### src/rtl/flash_word_fetch.sv
// Turns the QSPI XIP reader's byte stream into little-endian 32-bit word reads,
// keeping the stream open for sequential fetches with an optional one-word prefetch.
module flash_word_fetch #(
  parameter logic PREFETCH = 1'b1
) (
  input  logic        clk,
  input  logic        rst,
  input  logic        req_valid,
  output logic        req_ready,
  input  logic [23:0] req_addr,
  output logic        resp_valid,
  output logic [31:0] resp_data,
  input  logic        flash_setup_done,
  output logic [23:0] flash_addr,
  output logic        flash_do_read,
  input  logic        flash_data_ready,
  input  logic [7:0]  flash_data
);

  typedef enum logic [2:0] {
    IDLE        = 3'd0,
    GAP         = 3'd1,
    READ        = 3'd2,
    STREAM_FILL = 3'd3,
    STREAM_WAIT = 3'd4
  } state_t;

  state_t      state_r, state_s;
  logic        req_ready_r, req_ready_s;
  logic        resp_valid_r, resp_valid_s;
  logic [31:0] resp_data_r, resp_data_s;
  logic        do_read_r, do_read_s;
  logic [23:0] flash_addr_r, flash_addr_s;
  logic [1:0]  count_r, count_s;
  logic [23:0] word_r, word_s;
  logic [31:0] buf_data_r, buf_data_s;
  logic [23:0] buf_addr_r, buf_addr_s;
  logic        buf_valid_r, buf_valid_s;
  logic        pend_r, pend_s;

  logic [23:0] req_word_s;
  logic        accept_s;
  logic        strobe_s;
  logic        last_s;
  logic [31:0] full_word_s;

  assign req_word_s  = req_addr & 24'hFFFFFC;
  assign accept_s    = req_valid && req_ready_r;
  // Bytes are only meaningful while the stream is enabled.
  assign strobe_s    = flash_data_ready && do_read_r;
  assign last_s      = strobe_s && (count_r == 2'd3);
  assign full_word_s = {flash_data, word_r};

  // Next-state, byte assembly and registered-output decode.
  always_comb begin
    state_s      = state_r;
    resp_valid_s = 1'b0;
    resp_data_s  = resp_data_r;
    flash_addr_s = flash_addr_r;
    word_s       = word_r;
    buf_data_s   = buf_data_r;
    buf_addr_s   = buf_addr_r;
    buf_valid_s  = buf_valid_r;
    pend_s       = pend_r;

    if (strobe_s) begin
      count_s = count_r + 2'd1;
      case (count_r)
        2'd0:    word_s[7:0]   = flash_data;
        2'd1:    word_s[15:8]  = flash_data;
        2'd2:    word_s[23:16] = flash_data;
        default: word_s        = word_r;
      endcase
    end else begin
      count_s = count_r;
    end

    case (state_r)
      IDLE, STREAM_WAIT: begin
        if (accept_s) begin
          if (PREFETCH && buf_valid_r && (req_word_s == buf_addr_r)) begin
            resp_valid_s = 1'b1;
            resp_data_s  = buf_data_r;
            flash_addr_s = buf_addr_r + 24'd4;
            buf_valid_s  = 1'b0;
            pend_s       = 1'b0;
            state_s      = GAP;
          end else begin
            flash_addr_s = req_word_s;
            buf_valid_s  = 1'b0;
            pend_s       = 1'b1;
            count_s      = 2'd0;
            state_s      = READ;
          end
        end else begin
          state_s = IDLE;
        end
      end
      GAP: begin
        count_s = 2'd0;
        if (pend_r || !PREFETCH) begin
          state_s = READ;
        end else begin
          state_s = STREAM_FILL;
        end
      end
      READ: begin
        if (last_s) begin
          resp_valid_s = 1'b1;
          resp_data_s  = full_word_s;
          pend_s       = 1'b0;
          flash_addr_s = flash_addr_r + 24'd4;
          state_s      = PREFETCH ? STREAM_FILL : IDLE;
        end else begin
          state_s = READ;
        end
      end
      STREAM_FILL: begin
        // flash_addr tracks the word currently being filled.
        if (accept_s && (req_word_s != flash_addr_r)) begin
          flash_addr_s = req_word_s;
          count_s      = 2'd0;
          pend_s       = 1'b1;
          buf_valid_s  = 1'b0;
          state_s      = GAP;
        end else if (last_s) begin
          if (pend_r || accept_s) begin
            resp_valid_s = 1'b1;
            resp_data_s  = full_word_s;
            pend_s       = 1'b0;
            flash_addr_s = flash_addr_r + 24'd4;
          end else begin
            buf_data_s  = full_word_s;
            buf_addr_s  = flash_addr_r;
            buf_valid_s = 1'b1;
            state_s     = STREAM_WAIT;
          end
        end else if (accept_s) begin
          pend_s = 1'b1;
        end else begin
          pend_s = pend_r;
        end
      end
      default: begin
        state_s = IDLE;
      end
    endcase

    do_read_s   = (state_s == READ) || (state_s == STREAM_FILL);
    req_ready_s = flash_setup_done && !pend_s &&
                  ((state_s == IDLE) || (state_s == STREAM_WAIT) || (state_s == STREAM_FILL));
  end

  // State and output registers; synchronous reset.
  always_ff @(posedge clk) begin
    if (rst) begin
      state_r      <= IDLE;
      req_ready_r  <= 1'b0;
      resp_valid_r <= 1'b0;
      resp_data_r  <= 32'd0;
      do_read_r    <= 1'b0;
      flash_addr_r <= 24'd0;
      count_r      <= 2'd0;
      word_r       <= 24'd0;
      buf_data_r   <= 32'd0;
      buf_addr_r   <= 24'd0;
      buf_valid_r  <= 1'b0;
      pend_r       <= 1'b0;
    end else begin
      state_r      <= state_s;
      req_ready_r  <= req_ready_s;
      resp_valid_r <= resp_valid_s;
      resp_data_r  <= resp_data_s;
      do_read_r    <= do_read_s;
      flash_addr_r <= flash_addr_s;
      count_r      <= count_s;
      word_r       <= word_s;
      buf_data_r   <= buf_data_s;
      buf_addr_r   <= buf_addr_s;
      buf_valid_r  <= buf_valid_s;
      pend_r       <= pend_s;
    end
  end

  assign req_ready     = req_ready_r;
  assign resp_valid    = resp_valid_r;
  assign resp_data     = resp_data_r;
  assign flash_do_read = do_read_r;
  assign flash_addr    = flash_addr_r;

endmodule

### config.mk
export PLATFORM = sky130hd
export DESIGN_NAME = flash_word_fetch
export DESIGN_NICKNAME = d
export VERILOG_FILES = /design/src/rtl/flash_word_fetch.sv
export SDC_FILE = /design/constraint.sdc
export NUM_CORES = 1
export LEC_CHECK = 0
export CORE_UTILIZATION = 45
export DETAILED_ROUTE_END_ITERATION = 8
export PLACE_DENSITY = 0.72
export SLEW_MARGIN = 40
export SYNTH_ARGS = -nofsm -noshare
export SYNTH_HDL_FRONTEND = slang
export SYNTH_SLANG_ARGS = --single-unit
### constraint.sdc
create_clock -name clk -period 2.57 [get_ports clk]
set_input_delay 0.6425 -clock clk [delete_from_list [all_inputs] [get_ports clk]]
set_output_delay 0.6425 -clock clk [all_outputs]
set_load 0.01 [all_outputs]
Word level (Yosys, flattened, before mapping)
Index checks and enable logic that the tools add are counted.
W data, S select, Z words.
Cells by class
  $add $sub $neg: 3
  equal/unequal tests: 21
  multiplexer cells: 47
  bitwise gates (word level): 2
  reductions and logical operators: 25
Operators by type and width (number)
  $mux W32: 6
  $mux W24: 6
  $pmux W32 S3: 1
  $pmux W24 S3: 1
  $add A24 B3 Y24 const B: 2
  $eq A24 B24 Y1: 1
  $ne A24 B24 Y1: 1
  $mux W1: 19
  $eq A3 B2 Y1 const B: 4
  $mux W3: 4
  $ne A2 B2 Y1 const B: 6
  $pmux W3 S4: 1
  $mux W2: 5
  $ne A3 B3 Y1 const B: 3
  $reduce_and A4 Y1: 2
  $logic_and A1 B1 Y1: 7
  $reduce_and A7 Y1: 1
  $eq A3 B3 Y1 const B: 2
  $logic_not A3 Y1: 2
  $pmux W1 S3: 2
  $pmux W2 S3: 1
  $reduce_and A2 Y1: 3
  $reduce_and A5 Y1: 1
  $eq A2 B2 Y1 const B: 2
  11 further kinds: 15
Word-level totals
  register bits: 146
  output and inout port bits: 59
  logic and storage cells: 112

Logic depth before layout (Yosys ltp)
Gate-level depths: netlist of the first run.
  word-level depth: 10
  mapped depth: 10

Worst setup path before layout of the first run
OpenSTA, ideal clock, no wires.
  kind: input port to flip-flop
  start: input port req_addr[15]
  end: register flash_addr_r[10] (netlist: flash_addr[10])
  library setup time: 0.125 ns
  arrival: 2.459 ns
  data required time: 2.445 ns
  slack: -0.014 ns
  stages: 9
  buffers on the path: 2
  path through: xnor2_1 -> nand4_1 -> or4_4 -> o21a_1 -> buf_6 -> a21o_4 -> buf_6 -> a222oi_1 -> nor2_1
On the way
  word-level cells in the longest chain between the ends: 5
RTL lines
  start, declared: RTL line 10  | input logic [23:0] req_addr,
  $eq A24 B24 Y1: RTL line 81  | if (PREFETCH && buf_valid_r && (req_word_s == buf_addr_r)) begin
  $logic_and A1 B1 Y1: RTL line 81
  $mux W24: RTL line 81
  $mux W24: RTL line 80  | if (accept_s) begin
  $pmux W24 S3: RTL line 78  | case (state_r)
  end signal, assigned: RTL line 175  | flash_addr_r <= flash_addr_s;
  end, declared: RTL line 33  | logic [23:0] flash_addr_r, flash_addr_s;
Several ways; a longest one is shown, not always the timed one. The select of a mux whose other input is x is not followed.
A chain may end at the register's enable or synchronous reset.

Final worst setup path of the first run
  start: input port flash_data_ready
  end: register flash_addr_r[15] (netlist: flash_addr[15])
On the way
  word-level cells in the longest chain between the ends: 4
RTL lines
  start, declared: RTL line 16  | input logic flash_data_ready,
  $logic_and A1 B1 Y1 *: RTL line 50  | assign strobe_s = flash_data_ready && do_read_r;
  $logic_and A1 B1 Y1 *: RTL line 51  | assign last_s = strobe_s && (count_r == 2'd3);
  $ne A3 B3 Y1 (no source line) or $ne A2 B2 Y1 (tied branches)
  $reduce_and A5 Y1 (no source line) *
Every way passes the cells marked *; elsewhere a longest branch is shown, timed or not.

==> results.ini, run 1 <==
[run_status]
status = complete, no violations

[worst_setup_path]
critPathArrivalTime_ns = 2.84
cp_max_fo = 23
path_delay_family = compound AO/OA/AOI/OAI gates
worstPathCellList = clkdlybuf4s50_1 > nand3_1 > o31ai_1 > o32a_1 > buf_4 > o21ai_0 > a221oi_1 > nor2_1
ff2ff_path_depth = 9
required_ns = 2.90
start_kind = input port
crit_type = input port to flip-flop
critical-path-max-stage-delay_ns = 0.54
regToRegSetupSlack_ns = 0.12
slowest_stage = clkdlybuf4s50_1
crit_cells = 8
end_kind = flip-flop
path_buf_inv = 2

[layout]
final_net_count = 1135
n_antenna_cell = 0
synthToLayoutAreaGrowth_pct = 34.89
layout-drive-gt1-share_pct = 16.83
stdcell_area_um2 = 9961

[global_routing]
grt_overflow = 0
grt_pass1_vias = 6807
antenna_found_initial = 0
grt_max_degree = 124
track_usage_pct = 27.62
grt_pass1_wl_mm = 35.70

[synthesis]
synth.area.top_cells = dfxtp_1, nand2_1, nor2_1, a21oi_1, xor2_1
synth_ff_type = dfxtp_1
ys_seq_elements = 146
synth_edf_count = 0
yosys-top-cells-count = nand2_1, dfxtp_1, nor2_1, a21oi_1, clkbuf_1
synth_top_area_cell = dfxtp_1
yosys_warnings = 0
syn_area_per_cell_um2 = 7.773
synth_area_um2 = 7385
seq_area_frac_synth_pct = 39.58
async_flop_share_pct = 0
netlist.area_leader.share_pct = 39.58
syn_nets = 993
synth.most_common_cell = nand2_1
synthCells = 950
ys_types = 59

[power]
p_int_mw = 4.384
p_sw_mw = 2.006
ir_drop_uv = 556.3
clock_power_share_pct = 39.4
share_comb_of_total_power_pct = 21.8
leakagePower_nw = 3.748
p_seq_share_pct = 38.8
power_density_nw_per_um2 = 641.6
swShare_pct = 31.40

[run]
drv_cap = 0

[sta]
finalCritPeriodShare_pct = 97.52
fmax_mhz = 399.0
fin_tns_setup_ns = 0
rsz0062_at_grt = no
setup-violations-final = 0
whs_ns = 0.4556
finalCriticalPeriod_ns = 2.506
max_slew_margin_pct = 61.93
skew_ns = 0.01204
worstMarginPinSlew_ns = 0.5711
slew_violations = 0
finalHoldViolations = 0
fin_ws_ns = 0.06361

[drt]
drc = 0
via_per_inst = 5.629
finalWirelength_mm = 23.09
vias = 7436
firstDrtPassIters = 5
wl_per_cell_um = 17.48
antenna_left = 0
drt_iter0_drc = 781

[cts]
clock_sinks = 146
cts_tree = built
cts_hold_buf = 0
clockBufferDepth = 2
cts-root-buf = clkbuf_16
clock_latency_ns = 0.44
clkTransAtPathRegs_ns = 0.07
htreeDepth = 4
cts_buffers = 17

[placement]
hpwl_mm = 14.49
portBuffers = 93
place_ws_ns = -0.7667
place.gp.congestion = 0.9253
place_area_um2 = 9016

[floorplanning]
num_io_pins = 96
start_util_pct = 46.32
core_area_um2 = 15940
rows = 46
die_x_um = 130.1
dieArea_um2 = 16930
die_h_um = 130.1

[worst_hold_path]
hold_depth = 2
hold_path.class = flip-flop to flip-flop

## worst reg2reg max path: stages, from the launching register on
cell and delay (ns):
dfxtp_1 0.50, xor2_1 0.18, nor4_1 0.28, nand4_1 0.20, o31a_1 0.34, nor3_4 0.27, buf_6 0.18, buf_16 0.14
nor2_1 0.05, a311oi_1 0.22
## routing by layer
layer | share of wire [%] | global-route usage (%)
met1 | 44 | 37.46
met4 | 2.0 | 11.29
met2 | 47 | 43.49
met5 | 0 | 0
met3 | 7.4 | 4.674
## per-stage QoR
stage | power (mW) | utilization [%] | instances
finish | 6.391 | 62.48 | 1321
global route | 6.610 | 62.48 | 1321
CTS | 6.367 | 61.96 | 1319
detailed placement | 3.718 | 56.55 | 1276
global placement | 3.705 | 56.55 | 1276
floorplan | 3.146 | - | 950
## logic make-up after synthesis
kind of cell | after synthesis | share of synthesized area, %
DFF | 146 | 39.58
adders and majority gates | 6 | 1.017
and+or+nand+nor | 409 | 23.91
muxes | 26 | 3.541
buffers and inverters | 89 | 5.303
xor gates and xnor gates | 76 | 9.217
AOI/OAI and AO/OA | 198 | 17.43
## cell usage in the layout, fill, tap and decap left out, types with 4 or more instances in the layout
cell type	instances
clkinv_8	7
ha_1	6
xnor2_2	11
nand3_1	22
a31oi_1	8
xor2_1	34
clkbuf_16	17
mux2i_1	25
clkdlybuf4s15_1	4
buf_12	6
and3_1	9
and2_1	7
a311oi_1	30
xor2_2	4
nand4_1	15
a22oi_1	8
xnor2_1	27
inv_1	13
a21oi_1	71
buf_16	5
dlygate4sd2_1	5
clkdlybuf4s50_1	70
o211ai_1	6
buf_6	5
and4_1	4
nor3_1	11
nor2_1	93
o21ai_0	36
buf_4	90
dfxtp_1	145
clkbuf_2	10
nand2_1	216
a222oi_1	5
nor4_1	10
## registers in the layout, indices dropped and copies added, names as in the netlist
name           flops
buf_data_r        32
resp_data         32
buf_addr_r        24
flash_addr        24
word_r            24
state_r            3
count_r            2
buf_valid_r        1
flash_do_read      1
pend_r             1
req_ready          1
resp_valid         1
## power groups by stage
stage	clock [mW]	sequential, mW	combinational (mW)
after floorplan	0	2.57	0.579
after global placement	0	2.52	1.18
after detailed placement	0	2.52	1.19
after CTS	2.54	2.48	1.35
after global routing	2.63	2.49	1.49
final	2.52	2.48	1.39
## final cells by class
class | count | area (um2)
Fill cell | 1375 | 5982
Multi-Input combinational cell | 716 | 4248
Sequential cell | 146 | 2924
Timing Repair Buffer | 198 | 1854
Clock buffer | 17 | 425.4
Tap cell | 216 | 270.3
Clock inverter | 15 | 190.2
Inverter | 13 | 48.80
## what timing repair did
action | CTS | global route
gates cloned | 5 | 1
setup endpoints to repair | 61 | 53
pin swaps | 17 | 35
gates resized for setup | 41 | 46
setup buffers | 6 | 2
## final timing paths
path                                 end                   startpoint
max          flash_addr[15]$_SDFFE_PP0P_             flash_data_ready
min          buf_data_r[24]$_SDFFE_PP0P_  buf_data_r[24]$_SDFFE_PP0P_
max reg2reg   resp_data[12]$_SDFFE_PP0P_   buf_addr_r[8]$_SDFFE_PP0P_
min reg2reg  buf_data_r[24]$_SDFFE_PP0P_  buf_data_r[24]$_SDFFE_PP0P_
No activity file was read; power rests on OpenSTA's default activity.
==> inputs of run 2 (changes only) <==
Settings changed: SETUP_SLACK_MARGIN set to 0.4.
==> run 2 against run 1 <==
Effect of this change:
- first-iteration DRC count grew 24%
- die area is the same
- critical path depth grew 3
- wire length grew 13%
- hold slack lost 0.0034 ns
- cell count grew 2.9%
- utilization grew 6.2 points
- combinational power grew 20%
- sequential share of layout area shrank 2.4 points
- clock power grew 4%
- non-clock buffer count grew 38
- critical path type unchanged
- largest cell class unchanged
- largest power group unchanged
==> results.ini, run 2 (synthesized netlist as in run 1, its figures left out) <==
[drt]
via_per_inst = 5.969  ; +6.0%
drt_iter0_drc = 968  ; +24%
antenna_left = 0  ; unchanged
firstDrtPassIters = 7  ; +2
vias = 8112  ; +9.1%
finalWirelength_mm = 26.06  ; +13%
drc = 0  ; unchanged
wl_per_cell_um = 19.18  ; +9.7%

[placement]
portBuffers = 93  ; unchanged
hpwl_mm = 14.69  ; +1.4%
place.gp.congestion = 0.9086  ; -1.8%
place_ws_ns = -0.7118  ; +0.05495 ns

[floorplanning]
core_area_um2 = 15940  ; unchanged
start_util_pct = 46.32  ; unchanged
num_io_pins = 96  ; unchanged
rows = 46  ; unchanged
dieArea_um2 = 16930  ; unchanged
die_x_um = 130.1  ; unchanged
die_h_um = 130.1  ; unchanged

[sta]
finalCritPeriodShare_pct = 97.49  ; about the same
slew_violations = 0  ; unchanged
worstMarginPinSlew_ns = 0.8300  ; +0.2590 ns
fin_tns_setup_ns = 0  ; unchanged
finalHoldViolations = 0  ; unchanged
rsz0062_at_grt = yes
finalCriticalPeriod_ns = 2.506  ; -0.0008226 ns
fin_ws_ns = 0.06444  ; +0.0008226 ns
fmax_mhz = 399.1  ; about the same
max_slew_margin_pct = 44.60  ; -17 points
setup-violations-final = 0  ; unchanged
skew_ns = 0.01151  ; -0.0005329 ns

[cts]
cts_hold_buf = 0  ; unchanged
cts-root-buf = clkbuf_16
clkTransAtPathRegs_ns = 0.07  ; about the same
clock_sinks = 146  ; unchanged
cts_tree = built
htreeDepth = 4  ; unchanged
clock_latency_ns = 0.44  ; about the same
clockBufferDepth = 2  ; unchanged
cts_buffers = 17  ; unchanged

[power]
ir_drop_uv = 671.1  ; +21%
leakagePower_nw = 4.162  ; +11%
power.total_mw = 6.787  ; +6.2%
p_int_mw = 4.715  ; +7.5%
share_comb_of_total_power_pct = 24.6  ; +2.8 points
p_seq_share_pct = 36.9  ; -1.9 points
p_sw_mw = 2.072  ; +3.2%
power_density_nw_per_um2 = 619.7  ; -3.4%
clock_power_share_pct = 38.4  ; -1.0 points
swShare_pct = 30.53  ; -0.87 points

[layout]
fillerInstances = 1184  ; -14%
final_net_count = 1173  ; +3.3%
layout-drive-gt1-share_pct = 28.43  ; +12 points
synthToLayoutAreaGrowth_pct = 48.31
n_antenna_cell = 0  ; unchanged
final_cell_mix = nand2_1, dfxtp_1, buf_4
final_common_cell = nand2_1

[global_routing]
antenna_found_initial = 0  ; unchanged
grt_pass1_wl_mm = 36.48  ; +2.2%
track_usage_pct = 28.02  ; +0.40 points
grt_pass1_vias = 7022  ; +3.2%
grt_max_degree = 124  ; unchanged
grt_overflow = 0  ; unchanged

[run_status]
status = complete, no violations

[worst_hold_path]
hold_path.class = flip-flop to flip-flop

[worst_setup_path]
required_ns = 2.91  ; about the same
crit_type = input port to flip-flop
end_kind = flip-flop
cp_max_fo = 8  ; -65%
start_kind = input port
critPathArrivalTime_ns = 2.85  ; about the same

[run]
drv_cap = 0  ; unchanged

-- run 2: metal layers --
| metal | vias to the layer above | GRT usage, % | share of wire (%) |
|---|---|---|---|
| li1 | 3654 | - | - |
| met1 | 3935 | 37.16 | 41 |
| met2 | 430 | 44.31 | 47 |
| met3 | 93 | 5.535 | 7.7 |
| met4 | 0 | 11.97 | 3.6 |
| met5 | - | 0 | 0 |
-- run 2: worst max-delay path, stage by stage --
cell and delay, ns:
buf_2 0.12, xnor2_2 0.15, buf_4 0.14, nand4_1 0.18, or4_4 0.50, o21a_4 0.25, nor3_4 0.23, buf_12 0.20
buf_12 0.16, nor2_4 0.04, a311oi_2 0.24
-- run 2: path summary, 6_finish.rpt --
kind                               start                         end  slack (ns)  cells after the start
max                         req_addr[15]   resp_data[4]$_SDFFE_PP0P_        0.06                     11
min reg2reg   buf_addr_r[1]$_SDFFE_PP0P_  buf_addr_r[1]$_SDFFE_PP0P_        0.45                      2
min           buf_addr_r[1]$_SDFFE_PP0P_  buf_addr_r[1]$_SDFFE_PP0P_        0.45                      2
max reg2reg  flash_addr[18]$_SDFFE_PP0P_   resp_data[4]$_SDFFE_PP0P_        0.08                      9
-- run 2: through the flow --
stage	hold WS, ns	cell area (um2)	instances	utilization, %
final	0.4522	10950	1359	68.69
after global routing	0.4705	10950	1359	68.69
after CTS	0.4555	10200	1336	63.96
after detailed placement	0.4467	9143	1283	57.35
after global placement	0.4422	9143	1283	57.35
after floorplan	0.4320	7501	950	-
-- run 2: cell type report --
| cell class | instances | area, um2 | share of cell area, % |
|---|---|---|---|
| Clock buffer | 17 | 425.4 | 3.884 |
| Clock inverter | 15 | 190.2 | 1.737 |
| Tap cell | 216 | 270.3 | 2.468 |
| Inverter | 13 | 48.80 | 0.4456 |
| Timing Repair Buffer | 236 | 2330 | 21.27 |
| Multi-Input combinational cell | 716 | 4731 | 43.20 |
| Sequential cell | 146 | 2957 | 27.00 |
-- run 2: what timing repair did --
action / CTS / global route
setup buffers: 17 / 13
gates resized for setup: 142 / 135
setup endpoints to repair: 69 / 75
pin swaps: 41 / 44
gates cloned: 4 / 10
-- run 2: power groups by stage --
stage | clock (mW) | sequential, mW | combinational [mW]
final | 2.61 | 2.51 | 1.67
after global routing | 2.73 | 2.51 | 1.76
after CTS | 2.61 | 2.49 | 1.39
after detailed placement | 0 | 2.54 | 1.22
after global placement | 0 | 2.53 | 1.20
after floorplan | 0 | 2.57 | 0.612
==> RTL edit (flow settings as in run 1) <==
Make the reset (`rst`) asynchronous in one clocked block. Comments in the files are not updated.
--- a/src/rtl/flash_word_fetch.sv
+++ b/src/rtl/flash_word_fetch.sv
@@ -154,3 +154,3 @@
   // State and output registers; synchronous reset.
-  always_ff @(posedge clk) begin
+  always_ff @(posedge clk or posedge rst) begin
     if (rst) begin
Behaviour: differs if rst is asserted again (counterexample within 4 cycles, from zero or initial values and one cycle with rst high); with rst held inactive, the same outputs for 4 cycles.
==> RTL edit against run 1 <==
  * Clock skew down 2.2 ps
  * Final area up 7.6%
  * Wire length increased by 8.0%
  * Area after synthesis rose by 6.2%
  * Sequential cell count unchanged
  * Via count rose by 0.11%
  * Count of clock-buffer cells in the layout unchanged
  * Die area rose by 6.1%
  * Worst setup slack got worse by 27 ps
  * Critical path type unchanged
  * Largest cell class unchanged
Power is not compared: it rests on default switching activity, and its combinational part moved more than twofold at a synthesized area within 25%.
==> RTL edit: results <==
metrics = {
    "status": {
        "status": "completed",
    },
    "global_route": {
        "grt_pass1_vias": 6990,
        "wire_length_of_the_first_global_routing_pass_um": 38500,
        "gr-usage-all-layers_pct": 28.1,
        "grt_max_degree": 39,
    },
    "routing": {
        "first_iter_violations": 741,
        "vias": 7444,
        "route.final.wire_length_um": 24900,
    },
    "critical_path": {
        "ff2ff_path_depth": 8,
        "setup.worst_path.end": "flash_addr[7]$_DFFE_PP0P_",
        "arrival_ps": 2880,
        "r2r_end": "flash_addr[22]$_DFFE_PP0P_",
        "critical-path-max-stage-delay_ps": 510,
        "timing.critical_path.max_delay_family": "buffers and inverters",
        "crit_fanout": 6,
    },
    "final_layout": {
        "layout.nets": 1113,
        "nonClkBufAreaFrac_pct": 19.4,
        "drive_gt1_share_pct": 20.7,
        "multi_input_area_share_pct": 37.7,
        "fill_cells": 1370,
        "buffers_excl_clock": 214,
        "seq-cell-share_pct": 34.1,
        "num-nonclk-inverters": 14,
    },
    "placement": {
        "dp_hpwl_um": 16200,
        "gp_congestion": 0.996,
    },
    "hold_path": {
        "min-delay-start": "buf_data_r[30]$_DFFE_PP0P_",
        "hold-path-endpoint": "buf_data_r[30]$_DFFE_PP0P_",
    },
    "sta": {
        "tightest_slew_ps": 520,
        "holdWs_ps": 477,
    },
    "yosys": {
        "postSynthNetCount": 938,
        "synth.area.top_cells": "sky130_fd_sc_hd__dfrtp_1 (47%), sky130_fd_sc_hd__nand2_1 (12%), sky130_fd_sc_hd__mux2_2 (4.5%)",
        "synth_enable_flop_cells": 0,
        "yosys.area_share.xor_xnor_pct": 7.80,
        "synth_fa_ha_area_share_pct": 0.957,
        "yosysSeqAreaShare_pct": 46.6,
        "ys_top_cells_by_count": "sky130_fd_sc_hd__nand2_1 (252), sky130_fd_sc_hd__dfrtp_1 (146), sky130_fd_sc_hd__nor2_1 (64), sky130_fd_sc_hd__xor2_1 (37), sky130_fd_sc_hd__clkbuf_1 (36)",
        "synth_compound_area_share_pct": 11.3,
    },
    "clocking": {
        "post_cts_resize_count": 23,
    },
}
==> RTL edit: cell count changes in the layout (fill, tap and decap cells not counted), sizes merged, moves of 12 or more <==
| cell | before | now |
|---|---|---|
| mux2 | 1 | 31 |
| a31oi | 8 | 36 |
| dfrtp | 0 | 146 |
| buf | 107 | 119 |
| nor2 | 95 | 64 |
| a311oi | 32 | 0 |
| mux2i | 25 | 1 |
| nand2 | 216 | 253 |
| a21oi | 71 | 21 |
| dfxtp | 146 | 0 |
==> RTL edit: routing by layer <==
layer  global-route usage (%)  wire (um)
met3                     4.69       1780
met1                     39.1      10900
met4                     12.4        831
met2                     43.3      11500
met5                        0          0
==> RTL edit: metrics by stage <==
| stage | instance area (um^2) | setup slack [ps] | cells |
|---|---|---|---|
| after global routing | 10700 | 8.35 | 1303 |
| after CTS | 10500 | 6.25 | 1296 |
| final | 10700 | 36.4 | 1303 |
| after detailed placement | 9690 | -665 | 1255 |
| after floorplan | 7850 | 94.5 | 895 |
| after global placement | 9690 | -591 | 1255 |
